**src/rtl/mem_stage_lsu.sv**
```systemverilog
// mem_stage_lsu -- pak-rv memory stage (between EX and WB).
//
// Forwards the ALU result / rd / writeback controls to WB and runs loads and
// stores over a variable-latency req/gnt/rvalid data-memory port.
//   clk, arst_n          clock, asynchronous active-low reset
//   flush                kills the current or incoming op
//   in_valid/in_ready    EX handshake; in_ready drops while a transaction is open
//   in_*                 EX payload: result/address, store data, rd, wb controls,
//                        mem op (0 none, 1 load, 2 store, 3 none), size, unsigned
//   dmem_*               memory port: req/we/addr/wdata/be out, gnt/rvalid/rdata in
//   out_*                WB payload; out_valid is a one-cycle pulse per op,
//                        out_misalign flags a misaligned access (wb_en forced 0)

// One byte lane of the store-data replicator: lane LANE takes byte
// (LANE mod access_bytes) of the store data.
module mem_stage_lsu_lane #(
  parameter int XLEN = 32,
  parameter int LANE = 0
) (
  input  logic [XLEN-1:0] data,
  input  logic [1:0]      size,
  output logic [7:0]      lane_byte
);
  int idx;
  always_comb begin
    idx       = LANE & ((1 << size) - 1);
    lane_byte = 8'(data >> (8 * idx));
  end
endmodule

module mem_stage_lsu #(
  parameter  int XLEN   = 32,
  parameter  int REG_AW = 5,
  localparam int BE_W   = XLEN / 8
) (
  input  logic              clk,
  input  logic              arst_n,
  input  logic              flush,
  input  logic              in_valid,
  output logic              in_ready,
  input  logic [XLEN-1:0]   in_opr_res,
  input  logic [XLEN-1:0]   in_store_data,
  input  logic [REG_AW-1:0] in_rd,
  input  logic              in_wb_en,
  input  logic [1:0]        in_wb_sel,
  input  logic [1:0]        in_mem_op,
  input  logic [1:0]        in_mem_size,
  input  logic              in_mem_uns,
  output logic              dmem_req,
  output logic              dmem_we,
  output logic [XLEN-1:0]   dmem_addr,
  output logic [XLEN-1:0]   dmem_wdata,
  output logic [BE_W-1:0]   dmem_be,
  input  logic              dmem_gnt,
  input  logic              dmem_rvalid,
  input  logic [XLEN-1:0]   dmem_rdata,
  output logic              out_valid,
  output logic [XLEN-1:0]   out_opr_res,
  output logic [XLEN-1:0]   out_dmem_rdata,
  output logic [REG_AW-1:0] out_rd,
  output logic              out_wb_en,
  output logic [1:0]        out_wb_sel,
  output logic              out_misalign
);
  localparam int OFFW = $clog2(BE_W);

  typedef enum logic [1:0] {IDLE, REQ, WAIT_RSP} state_t;

  // Op held while the memory transaction is in flight.
  typedef struct packed {
    logic [XLEN-1:0]   opr_res;
    logic [OFFW-1:0]   off;
    logic [1:0]        size;
    logic              uns;
    logic              we;
    logic [REG_AW-1:0] rd;
    logic              wb_en;
    logic [1:0]        wb_sel;
  } op_t;

  state_t state, state_n;
  op_t    op_q;
  logic [XLEN-1:0] addr_q, wdata_q;
  logic [BE_W-1:0] be_q;
  logic            kill_q;

  // ---------------- incoming op decode ----------------
  logic [OFFW-1:0] off_in;
  logic            is_mem, mis_raw, mis, accept, start_mem;
  logic [BE_W-1:0] be_base, be_in;
  logic [BE_W-1:0][7:0] wdata_lanes;

  assign off_in = in_opr_res[OFFW-1:0];
  assign is_mem = (in_mem_op == 2'd1) || (in_mem_op == 2'd2);

  always_comb begin
    mis_raw = 1'b0;
    be_base = '1;
    case (in_mem_size)
      2'd0: be_base = BE_W'(1);
      2'd1: begin mis_raw = off_in[0];      be_base = BE_W'(3);  end
      2'd2: begin mis_raw = |off_in[1:0];   be_base = BE_W'(15); end
      default: mis_raw = (XLEN == 32) ? 1'b1 : |off_in;
    endcase
  end

  assign mis       = is_mem & mis_raw;
  assign be_in     = be_base << off_in;
  assign accept    = in_valid & in_ready & ~flush;
  assign start_mem = accept & is_mem & ~mis;

  for (genvar g = 0; g < BE_W; g++) begin : g_lane
    mem_stage_lsu_lane #(.XLEN(XLEN), .LANE(g)) u_lane (
      .data      (in_store_data),
      .size      (in_mem_size),
      .lane_byte (wdata_lanes[g])
    );
  end

  // Shift the addressed bytes down, then truncate and extend to the access size.
  function automatic logic [XLEN-1:0] load_ext(input logic [XLEN-1:0] d,
                                               input logic [OFFW-1:0] off,
                                               input logic [1:0]      sz,
                                               input logic            uns);
    logic [XLEN-1:0] t;
    int              sa;
    t  = d >> {off, 3'b000};
    sa = ((8 << sz) >= XLEN) ? 0 : XLEN - (8 << sz);
    t  = t << sa;
    if (uns) t = t >> sa;
    else     t = $signed(t) >>> sa;
    return t;
  endfunction

  // ---------------- FSM ----------------
  always_ff @(posedge clk or negedge arst_n) begin
    if (!arst_n) state <= IDLE;
    else         state <= state_n;
  end

  always_comb begin
    state_n = state;
    case (state)
      IDLE:     if (start_mem) state_n = REQ;
      // A grant wins over a same-cycle flush: the transaction is already issued.
      REQ:      if (dmem_gnt)   state_n = op_q.we ? IDLE : WAIT_RSP;
                else if (flush) state_n = IDLE;
      WAIT_RSP: if (dmem_rvalid) state_n = IDLE;
      default:  state_n = IDLE;
    endcase
  end

  always_comb begin
    in_ready   = (state == IDLE);
    dmem_req   = (state == REQ);
    dmem_we    = dmem_req & op_q.we;
    dmem_addr  = addr_q;
    dmem_wdata = wdata_q;
    dmem_be    = be_q;
  end

  // ---------------- transaction latch / kill flag ----------------
  always_ff @(posedge clk or negedge arst_n) begin
    if (!arst_n) begin
      op_q    <= '0;
      addr_q  <= '0;
      wdata_q <= '0;
      be_q    <= '0;
      kill_q  <= 1'b0;
    end else begin
      if (start_mem) begin
        op_q    <= '{opr_res: in_opr_res, off: off_in, size: in_mem_size,
                     uns: in_mem_uns, we: (in_mem_op == 2'd2), rd: in_rd,
                     wb_en: in_wb_en, wb_sel: in_wb_sel};
        addr_q  <= {in_opr_res[XLEN-1:OFFW], {OFFW{1'b0}}};
        wdata_q <= wdata_lanes;
        be_q    <= be_in;
        kill_q  <= 1'b0;
      end else if ((state == REQ && dmem_gnt && flush && !op_q.we) ||
                   (state == WAIT_RSP && flush)) begin
        kill_q  <= 1'b1;
      end
    end
  end

  // ---------------- WB payload ----------------
  // Payload holds between pulses; only out_valid and out_wb_en are cleared.
  always_ff @(posedge clk or negedge arst_n) begin
    if (!arst_n) begin
      out_valid      <= 1'b0;
      out_opr_res    <= '0;
      out_dmem_rdata <= '0;
      out_rd         <= '0;
      out_wb_en      <= 1'b0;
      out_wb_sel     <= '0;
      out_misalign   <= 1'b0;
    end else begin
      out_valid <= 1'b0;
      out_wb_en <= 1'b0;
      if (accept && !start_mem) begin
        // Non-memory op or misaligned access: completes without the port.
        out_valid      <= 1'b1;
        out_opr_res    <= in_opr_res;
        out_dmem_rdata <= '0;
        out_rd         <= in_rd;
        out_wb_en      <= in_wb_en & ~mis;
        out_wb_sel     <= in_wb_sel;
        out_misalign   <= mis;
      end else if (state == REQ && dmem_gnt && op_q.we && !flush) begin
        out_valid      <= 1'b1;
        out_opr_res    <= op_q.opr_res;
        out_dmem_rdata <= '0;
        out_rd         <= op_q.rd;
        out_wb_en      <= op_q.wb_en;
        out_wb_sel     <= op_q.wb_sel;
        out_misalign   <= 1'b0;
      end else if (state == WAIT_RSP && dmem_rvalid && !kill_q && !flush) begin
        out_valid      <= 1'b1;
        out_opr_res    <= op_q.opr_res;
        out_dmem_rdata <= load_ext(dmem_rdata, op_q.off, op_q.size, op_q.uns);
        out_rd         <= op_q.rd;
        out_wb_en      <= op_q.wb_en;
        out_wb_sel     <= op_q.wb_sel;
        out_misalign   <= 1'b0;
      end
    end
  end
endmodule

```
**config.mk**
```make
export PLATFORM = sky130hd
export DESIGN_NAME = mem_stage_lsu
export DESIGN_NICKNAME = d
export VERILOG_FILES = /design/src/rtl/mem_stage_lsu.sv
export SDC_FILE = /design/constraint.sdc
export NUM_CORES = 1
export LEC_CHECK = 0
export CAP_MARGIN = 40
export CORE_MARGIN = 4
export CORE_UTILIZATION = 42
export CTS_CLUSTER_SIZE = 25
export DETAILED_ROUTE_END_ITERATION = 8
export PLACE_DENSITY_LB_ADDON = 0.05
export SLEW_MARGIN = 20
export SYNTH_ARGS = -nofsm -noshare
export SYNTH_HDL_FRONTEND = slang
export SYNTH_SLANG_ARGS = --single-unit
```
**constraint.sdc**
```tcl
create_clock -name clk -period 1.9 [get_ports clk]
set_input_delay 0.285 -clock clk [delete_from_list [all_inputs] [get_ports clk]]
set_output_delay 0.285 -clock clk [all_outputs]
set_load 0.01 [all_outputs]
```
==> results.yml <==
power_and_ir_drop:
  p_clk_share_pct: 25.8
  switchingPower_mw: 3.78
  p_leak_nw: 5.09
  power_frac_comb_pct: 35.4
  intPower_mw: 8.63
  vdd_drop_max_mv: 0.634
  switching_share_pct: 30.5
  p_total_mw: 12.4
  seqPwrFrac_pct: 38.8
  powerDensity_mw_per_mm2: 1100
sta:
  final_hold_viol_count: 0
  grt_setup_unrepaired: "yes"
  finalSetupViolCount: 0
  hold_ws_ns: 0.368
  setup_tns_ns: 0
  finalMaxSlewViolations: 0
  period_share_pct: 99.7
  fin_crit_ns: 1.89
  max_freq_mhz: 528
  timing.final.ws_setup_ns: 0.00632
  fin_skew_ns: 0.0108
min_path:
  hp-class: "primary input to async pin"
floorplan:
  die-area_mm2: 0.0205
  num_io_pins: 260
  initial_core_util_pct: 42.7
  die_w_um: 143
  die_y_um: 143
  core-area_mm2: 0.0180
  rows: 49
logic_synthesis:
  netlist.area_leader.share_pct: 51.2
  seq_area_frac_synth_pct: 51.2
  syn_inst: 640
  async_flop_share_pct: 100
  synth_largest_area_cell: "dfrtp_1"
  synth_top_flop_cell: "dfrtp_1"
  synthTopCellsByArea: "dfrtp_1, mux2_4, mux2i_1"
  synth_area_mm2: 0.00767
  syn_avg_cell_area_um2: 12.0
  ys_warn_count: 0
  ys_seq_elements: 157
  synth_enable_flop_cells: 0
  synth_cell_types: 54
grt:
  antenna_found_initial: 1
  grt_pass1_vias: 6455
  gr-usage-all-layers_pct: 21.6
  grt_max_degree: 49
  grt.overflow.total: 0
  grt_first_pass_wirelength_um: 34700
clock_network:
  clock_sinks: 157
  cts_root_buf: "clkbuf_16"
  clockBufferDepth: 2
  path_clk_slew_ns: 0.07
  cts_tree: "done"
  cts_buffers: 17
  worstSkewPairLatency_ns: 0.42
  cts.htree.levels: 4
run:
  max_cap_viol_count: 0
critical_path:
  worst-setup-path-type: "primary input to flip-flop"
  start_kind: "primary input"
  crit_required_ns: 2.20
  worst_setup_path_end_kind: "flip-flop"
  rrSetupSlack_ns: 0.03
  timing.rr.start: "kill_q"
  cp.arrival_ns: 2.19
  crit_fanout: 31
  r2r_end: "out_dmem_rdata[26]"
  reg2regPathDepth: 5
routing:
  drtAntennaViolNets: 0
  viasPerCell: 5.36
  num_vias: 6087
  drtIter0Drc: 298
  finalWirelength_um: 22300
  drc_errors: 0
  first_pass_iters: 6
  wl_per_cell_um: 19.6
layout:
  fin_util_pct: 63.0
  final_nets: 1008
  final_layout_size_suffix_gt1_share_pct: 20.6
  final_cells: 1135
  n_fill_cell: 1393
  stdcell_area_mm2: 0.0113
  areaGrowthSynthToFinish_pct: 47.4
place:
  place_hpwl_um: 15800
  post_dp_cell_area_mm2: 0.0106
  portBuffers: 257
  dp_cells: 1093
  gp_congestion: 0.788
  dp_slack_ns: -0.684
status:
  status: "complete, no violations"
==> state kept, by name, summed over array words and instances, names as in the netlist, 2 cells and up <==
register,cells
dmem_be,4
dmem_wdata,32
op_q,44
out_dmem_rdata,32
out_opr_res,32
out_rd,5
out_wb_sel,2
state,2
==> power by group through the flow <==
| stage | Clock [mW] | Sequential, mW | Combinational [mW] |
|---|---|---|---|
| 6_report | 3.21 | 4.81 | 4.39 |
| 3_5_place_dp | 0 | 4.83 | 4.37 |
| 3_3_place_gp | 0 | 4.81 | 4.28 |
| 5_1_grt | 3.43 | 4.93 | 4.71 |
| 4_1_cts | 3.28 | 4.80 | 4.39 |
| 2_1_floorplan | 0 | 4.94 | 2.11 |
==> per-layer routing <==
layer	wire length [um]	track usage [%]	part of all wire, %	vias up
li1	-	-	-	2809
met1	9430	28.1	42	3048
met2	10800	35.2	49	203
met3	1670	6.26	7.5	25
met4	362	6.25	1.6	2
met5	12	0	0.054	-
==> cells in the mapped netlist, types with 8 or more instances <==
| master | number |
|---|---|
| a211o_1 | 9 |
| a221o_1 | 8 |
| a22o_1 | 9 |
| a31oi_1 | 20 |
| buf_2 | 14 |
| buf_4 | 33 |
| buf_6 | 10 |
| clkbuf_1 | 22 |
| dfrtp_1 | 157 |
| mux2_2 | 12 |
| mux2_4 | 48 |
| mux2i_1 | 56 |
| nand2_1 | 35 |
| nand3_1 | 21 |
| nor2_1 | 37 |
| o21ai_0 | 48 |
| o221a_1 | 19 |
| or2_2 | 19 |
==> worst max-delay path by stage <==
stage                             from            endpoint  slack (ns)  depth (start not counted)
after global routing          state[0]            op_q[16]       -0.02                          6
final                     in_mem_op[1]            op_q[43]       0.006                          6
after floorplan           in_mem_op[1]       dmem_wdata[0]       -0.08                          6
after detailed placement  in_mem_op[0]     out_opr_res[31]       -0.68                          8
after global placement    in_mem_op[0]     out_opr_res[26]       -0.62                          8
after CTS                       kill_q  out_dmem_rdata[26]       0.002                          4
==> cell usage in the layout (no fill, tap or decap), types with 3 or more instances in the layout <==
master,n
a211o_1,9
a21oi_1,4
a221o_1,8
a22o_1,9
a2bb2oi_1,7
a31oi_1,20
a32o_1,7
buf_12,14
buf_4,36
clkbuf_16,20
clkdlybuf4s50_1,250
clkinv_4,3
dfrtp_1,155
dlygate4sd2_1,4
inv_6,6
mux2_2,12
mux2_4,48
mux2i_1,56
nand2_1,35
nand3_1,21
nand3b_1,4
nor2_1,36
o21ai_0,46
o221a_1,19
or2_2,19
==> what timing repair did <==
item / in CTS / in global routing
endpoints found under the setup margin: 152 / 86
pin swaps: 1 / 3
buffers inserted: 1 / 3
hold buffers: 1 / 0
resized for setup: 12 / 14
endpoints found under the hold margin: 45 / 0
gates cloned: 0 / 3
==> cell type report <==
cell class / instances / area (um^2) / share of cell area [%]
Sequential cell: 157 / 3930 / 34.7
Multi-Input combinational cell: 398 / 3280 / 29.0
Timing Repair Buffer: 313 / 3240 / 28.6
Clock buffer: 19 / 443 / 3.92
Tap cell: 229 / 287 / 2.53
Clock inverter: 13 / 106 / 0.940
Inverter: 4 / 22.5 / 0.199
Antenna cell: 2 / 5.00 / 0.0442
==> cell families (layout without fill, tap and decap cells) <==
| family | Yosys count | in the layout | synth area share [%] |
|---|---|---|---|
| flip-flops | 157 | 157 | 51.2 |
| AO/OA/AOI/OAI | 142 | 142 | 13.8 |
| AND/OR/NAND/NOR | 135 | 135 | 8.84 |
| multiplexers | 117 | 117 | 18.8 |
| buffers and inverters | 86 | 349 | 7.03 |
| adder cells (fa/ha/maj) | 2 | 2 | 0.326 |
| other | 1 | 4 | 0.0489 |
==> critical path, cell delays in order <==
cell           delay, ns
dlygate4sd2_1       0.26
ha_4                0.26
or4_4               0.56
a21bo_4             0.28
buf_12              0.19
mux2_4              0.32
Power figures use the tool's default switching activity.
